[config.mk]
export PLATFORM = sky130hd
export DESIGN_NAME = ws2812_rx
export DESIGN_NICKNAME = d
export VERILOG_FILES = /design/src/rtl/ws2812_rx.sv
export SDC_FILE = /design/constraint.sdc
export NUM_CORES = 2
export LEC_CHECK = 0
export CORE_ASPECT_RATIO = 0.8
export CORE_UTILIZATION = 50
export CTS_BUF_LIST = sky130_fd_sc_hd__clkbuf_4 sky130_fd_sc_hd__clkbuf_8
export DETAILED_ROUTE_END_ITERATION = 7
export GPL_TIMING_DRIVEN = 0
export PLACE_DENSITY = 0.73
export SLEW_MARGIN = 20
export SYNTH_ARGS = -nofsm -noshare
export SYNTH_HDL_FRONTEND = slang
export SYNTH_SLANG_ARGS = --single-unit
[constraint.sdc]
create_clock -name hwclk -period 94.2 [get_ports hwclk]
set_clock_uncertainty 0.05 [all_clocks]
set_input_delay 23.55 -clock hwclk [delete_from_list [all_inputs] [get_ports hwclk]]
set_output_delay 23.55 -clock hwclk [all_outputs]
set_load 0.03 [all_outputs]
[src/rtl/ws2812_rx.sv]
// WS2812 single-wire receiver. It decodes high-pulse widths into bits and assembles them into
// packed 24-bit LED words. A frame is published only when it is complete and error-free.
module ws2812_rx #(
  parameter int unsigned NUM_LEDS     = 16,
  parameter int unsigned BIT_THRESH   = 8,
  parameter int unsigned MIN_HIGH     = 2,
  parameter int unsigned MAX_HIGH     = 16,
  parameter int unsigned RESET_CYCLES = 600
) (
  input  logic                   hwclk,
  input  logic                   reset,
  input  logic                   din,
  output logic [24*NUM_LEDS-1:0] packed_rgb_data,
  output logic                   frame_valid,
  output logic                   frame_error,
  output logic                   busy
);

  localparam int unsigned NBITS = 24 * NUM_LEDS;
  localparam int unsigned WW    = $clog2(RESET_CYCLES + 1);
  localparam int unsigned IW    = $clog2(NBITS);
  localparam int unsigned LW    = $clog2(NUM_LEDS + 1);

  localparam logic [WW-1:0] RESET_W  = WW'(RESET_CYCLES);
  localparam logic [WW-1:0] THRESH_W = WW'(BIT_THRESH);
  localparam logic [WW-1:0] MIN_W    = WW'(MIN_HIGH);
  localparam logic [WW-1:0] MAX_W    = WW'(MAX_HIGH);
  localparam logic [LW-1:0] LED_FULL = LW'(NUM_LEDS);

  typedef enum logic [1:0] {StSync, StIdle, StHigh, StLow} state_e;

  state_e             state_q, state_d;
  logic               din_meta_q, din_s_q, din_prev_q;
  logic [WW-1:0]      width_q, width_d;
  logic [LW-1:0]      led_q, led_d;
  logic [4:0]         pos_q, pos_d;
  logic               err_q, err_d;
  logic [NBITS-1:0]   shadow_q, shadow_d;
  logic [NBITS-1:0]   data_q, data_d;
  logic               valid_q, valid_d;
  logic               error_q, error_d;
  logic [IW-1:0]      bit_idx;

  // LED words land MSB-first in wire order; LED 0 occupies the low 24 bits.
  assign bit_idx = IW'(led_q) * IW'(24) + IW'(5'd23 - pos_q);

  always_ff @(posedge hwclk or posedge reset) begin
    if (reset) begin
      din_meta_q <= 1'b0;
      din_s_q    <= 1'b0;
      din_prev_q <= 1'b0;
    end else begin
      din_meta_q <= din;
      din_s_q    <= din_meta_q;
      din_prev_q <= din_s_q;
    end
  end

  always_comb begin
    state_d  = state_q;
    width_d  = width_q;
    led_d    = led_q;
    pos_d    = pos_q;
    err_d    = err_q;
    shadow_d = shadow_q;
    data_d   = data_q;
    valid_d  = 1'b0;
    error_d  = 1'b0;
    unique case (state_q)
      StSync: begin
        if (din_s_q) begin
          width_d = '0;
        end else if (width_q == RESET_W) begin
          state_d = StIdle;
        end else begin
          width_d = width_q + WW'(1);
        end
      end
      StIdle: begin
        // Level start also catches a rise that coincided with the previous frame end.
        if (din_s_q) begin
          state_d = StHigh;
          width_d = din_prev_q ? WW'(2) : WW'(1);
          led_d   = '0;
          pos_d   = '0;
          err_d   = 1'b0;
        end
      end
      StHigh: begin
        if (width_q > MAX_W) begin
          state_d = StSync;
          width_d = '0;
          err_d   = 1'b1;
          error_d = 1'b1;
        end else if (!din_s_q) begin
          state_d = StLow;
          width_d = WW'(1);
          if (width_q < MIN_W) begin
            err_d = 1'b1;
          end else if (led_q != LED_FULL) begin
            shadow_d[bit_idx] = (width_q >= THRESH_W);
            if (pos_q == 5'd23) begin
              pos_d = '0;
              led_d = led_q + LW'(1);
            end else begin
              pos_d = pos_q + 5'd1;
            end
          end
        end else begin
          width_d = width_q + WW'(1);
        end
      end
      StLow: begin
        if (width_q == RESET_W) begin
          state_d = StIdle;
          if (led_q == LED_FULL && !err_q) begin
            data_d  = shadow_q;
            valid_d = 1'b1;
          end else begin
            error_d = 1'b1;
          end
        end else if (din_s_q) begin
          state_d = StHigh;
          width_d = WW'(1);
        end else begin
          width_d = width_q + WW'(1);
        end
      end
    endcase
  end

  always_ff @(posedge hwclk or posedge reset) begin
    if (reset) begin
      state_q  <= StSync;
      width_q  <= '0;
      led_q    <= '0;
      pos_q    <= '0;
      err_q    <= 1'b0;
      shadow_q <= '0;
      data_q   <= '0;
      valid_q  <= 1'b0;
      error_q  <= 1'b0;
    end else begin
      state_q  <= state_d;
      width_q  <= width_d;
      led_q    <= led_d;
      pos_q    <= pos_d;
      err_q    <= err_d;
      shadow_q <= shadow_d;
      data_q   <= data_d;
      valid_q  <= valid_d;
      error_q  <= error_d;
    end
  end

  assign packed_rgb_data = data_q;
  assign frame_valid     = valid_q;
  assign frame_error     = error_q;
  assign busy            = (state_q == StHigh) || (state_q == StLow);

endmodule

==> results.toml <==
[critical_path]
cpPeakStageDelay_ns = 0.69
crit_chain = "clkbuf_1 -> clkbuf_1 -> clkdlybuf4s50_1"
critPathTopFamily = "buffers and inverters"
path_buf_inv = 3
cpMostUsedCell = "clkbuf_1"
path_class = "reg2out"
cpMaxStageDelayCell = "clkdlybuf4s50_1"
cp_data_arrival_time_ns = 2.50
crit_fanout = 10
required_ns = 70.60
crit_path_end_kind = "primary output"
startpoint_type = "flop"

[placement]
io_buffers = 389
placed_area_sq_um = 37900
place.detailed.hpwl_um = 76200
dp_slack_ns = 68.20
place_congestion = 0.972

[outcome]
status = "complete, but fails checks"
failed_checks = "design-rule violations"

[clock_network]
clockRootBuffer = "clkbuf_8"
clock_sink_count = 796
cts_hold_buffers = 0
numCtsBuffers = 130
cts_setup_buffers = 0
cts.clk_slew.worst_paths_ns = 0.06
cts_tree = "built"
cts_max_level = 4
clockBufferDepth = 3
cts_resized = 0
clk-insertion-delay-late_ns = 0.81

[sta]
min_period_over_period_pct = 27.7
finalWorstSetupSlack_ns = 68.10
report.final.hold_viol_count = 0
finalSetupViolations = 0
rsz0062_at_grt = "no"
max_clock_freq_mhz = 38.3
maxSlewViolCount = 0
worst_pin_slew_ns = 1.20
slew_headroom_pct = 20.3
post-route-min-period_ns = 26.10
holdWs_ns = 0.314
setup-tns-final_ns = 0

[finish]
final-seq-area_sq_um = 19900
multi_input_area_sq_um = 11600
nFillCells = 5482
finalInstanceArea_sq_um = 40600
final_common_cell = "nand2_1"
fin_nets = 3933
final_cell_mix = "1266 x nand2_1, 796 x dfrtp_1, 389 x clkdlybuf4s50_1, 279 x o21ai_0, 260 x o31ai_1"
area_growth_pct = 24.3
drive_above_1_share_pct = 9.67

[global_routing]
grt_pass1_vias = 26700
overflow = 0
grt_usage_pct = 32.0
antenna_found_initial = 3
grt_max_degree = 104
grt_pass1_wl_um = 159000

[logic_synthesis]
synth_nets = 3404
syn-instance-count = 3380
yosys.area.top_type = "dfrtp_1"
netlist.area_leader.share_pct = 61.0
synth_edf_count = 0
async_flop_share_pct = 100
ys_seq_elements = 796
synth_cell_type_count = 57
postSynthAreaPerCell_sq_um = 9.67
yosysSeqAreaShare_pct = 61.0
ys_top_cells_by_area = "dfrtp_1 61%, nand2_1 15%, o31ai_1 6.0%"
netlist_area_sq_um = 32700
yosysWarnings = 0
synth_top_flop_cell = "dfrtp_1"

[detailed_routing]
wl_met2_um = 46300
highest_layer = "met5"
wl_met1_um = 45700
first_iter_violations = 3296
ant_nets = 0
dr.pass1.iters = 8
drc_errors = 88
wirelength_um = 105000
wl_per_cell_um = 21.7
drt-vias-per-instance = 5.74
num_vias = 27800
met3_length_um = 9390

[pwr]
cellPowerDensity_nw_per_um2 = 16.9
p_leak_nw = 19.6
irDropWorstVdd_mv = 0.0101
fin_total_pwr_uw = 685

[die]
die_y_um = 231
fp-row-count = 83
pin_count = 390
fp.dieArea_sq_um = 66400
core_area_sq_um = 64400
initial_utilization_pct = 50.8
die_w_um = 288

[hold_path]
hold_path.class = "reg2reg"

[run]
max_cap_violations = 0
## registers in the layout, indices dropped and copies added, names as in the netlist, 2 cells and up
signal and flops:
shadow_q 384, width_q 10, state_q 2, packed_rgb_data 384, pos_q 5, led_q 5
## final timing paths
kind | to | start | slack (ns) | depth (start not counted)
max | busy | state_q[1] | 68.10 | 3
min | din_s_q | din_meta_q | 0.31 | 0
max reg2reg | shadow_q[277] | led_q[0] | 89.75 | 12
min reg2reg | din_s_q | din_meta_q | 0.31 | 0
max in group asynchronous | shadow_q[268] | reset | 69.09 | 5
min in group asynchronous | packed_rgb_data[337] | reset | 23.21 | 2
## cell type report
type / count / share of cell area (%)
repair buffers: 397 / 10.1
inverters: 18 / 0.185
flip-flops and latches: 796 / 49.0
well taps: 850 / 2.62
clock buffers: 203 / 6.29
diodes: 2 / 0.0123
clock inverters: 23 / 0.502
multi-input cells: 2319 / 28.7
plain buffers: 247 / 2.58
## synthesized netlist by cell type (all sizes together) (2+ instances only)
library cell  number
or3                4
o211ai             6
o22a               2
nand4b             2
o21ai            280
xor2               5
nand2b             8
a31oi            131
nor2b              5
o31ai            260
fa                 2
nor2              58
nor4b              2
ha                19
nor3b              3
inv               18
o41ai              3
nand3             22
and3               5
nand2           1266
nor4              13
and2               4
nor3              90
buf               89
a211oi             2
mux2              54
clkbuf           158
a21oi             32
nand4              7
or2                8
xnor2             12
dfrtp            796
a21boi             4
## cell families (layout without fill, tap and decap cells)
family / after synthesis / count (layout) / share of synthesized area, %
AND/OR/NAND/NOR: 1501 / 1501 / 18.5
flip-flops: 796 / 796 / 61.0
AO/OA/AOI/OAI: 726 / 726 / 13.9
buffers and inverters: 265 / 888 / 3.41
multiplexers: 54 / 54 / 1.86
adder cells (fa/ha/maj): 21 / 21 / 0.850
XOR/XNOR: 17 / 17 / 0.548
other: 0 / 2 / 0
## worst register-to-register path, cell delays in order (launching register included)
cell	delay [ns]
dfrtp_1	0.42
ha_1	0.24
inv_1	0.07
fa_1	0.48
inv_1	0.04
ha_1	0.37
a21oi_1	0.25
a211oi_1	0.11
nor2b_1	0.27
xor2_1	0.88
buf_2	0.48
buf_1	0.47
o31ai_1	0.19
## power by group
part	switching [mW]	internal [mW]	total, mW
clock network	0.142	0.178	0.321
registers	0.000836	0.343	0.343
logic	0.0164	0.00412	0.0206
## stage by stage
stage | util (%) | std cells
after floorplan | - | 3380
after global placement | 58.5 | 4619
after detailed placement | 58.8 | 4627
after CTS | 63.1 | 4853
after global routing | 63.1 | 4854
final | 63.1 | 4855
## metal layers
layer  up-vias  GRT usage (%)
li1      12600              -
met1     13800           46.3
met2      1209           46.7
met3       237           7.57
met4         4           12.2
met5         -              0
Note: power is estimated with default switching activity, not from simulation.
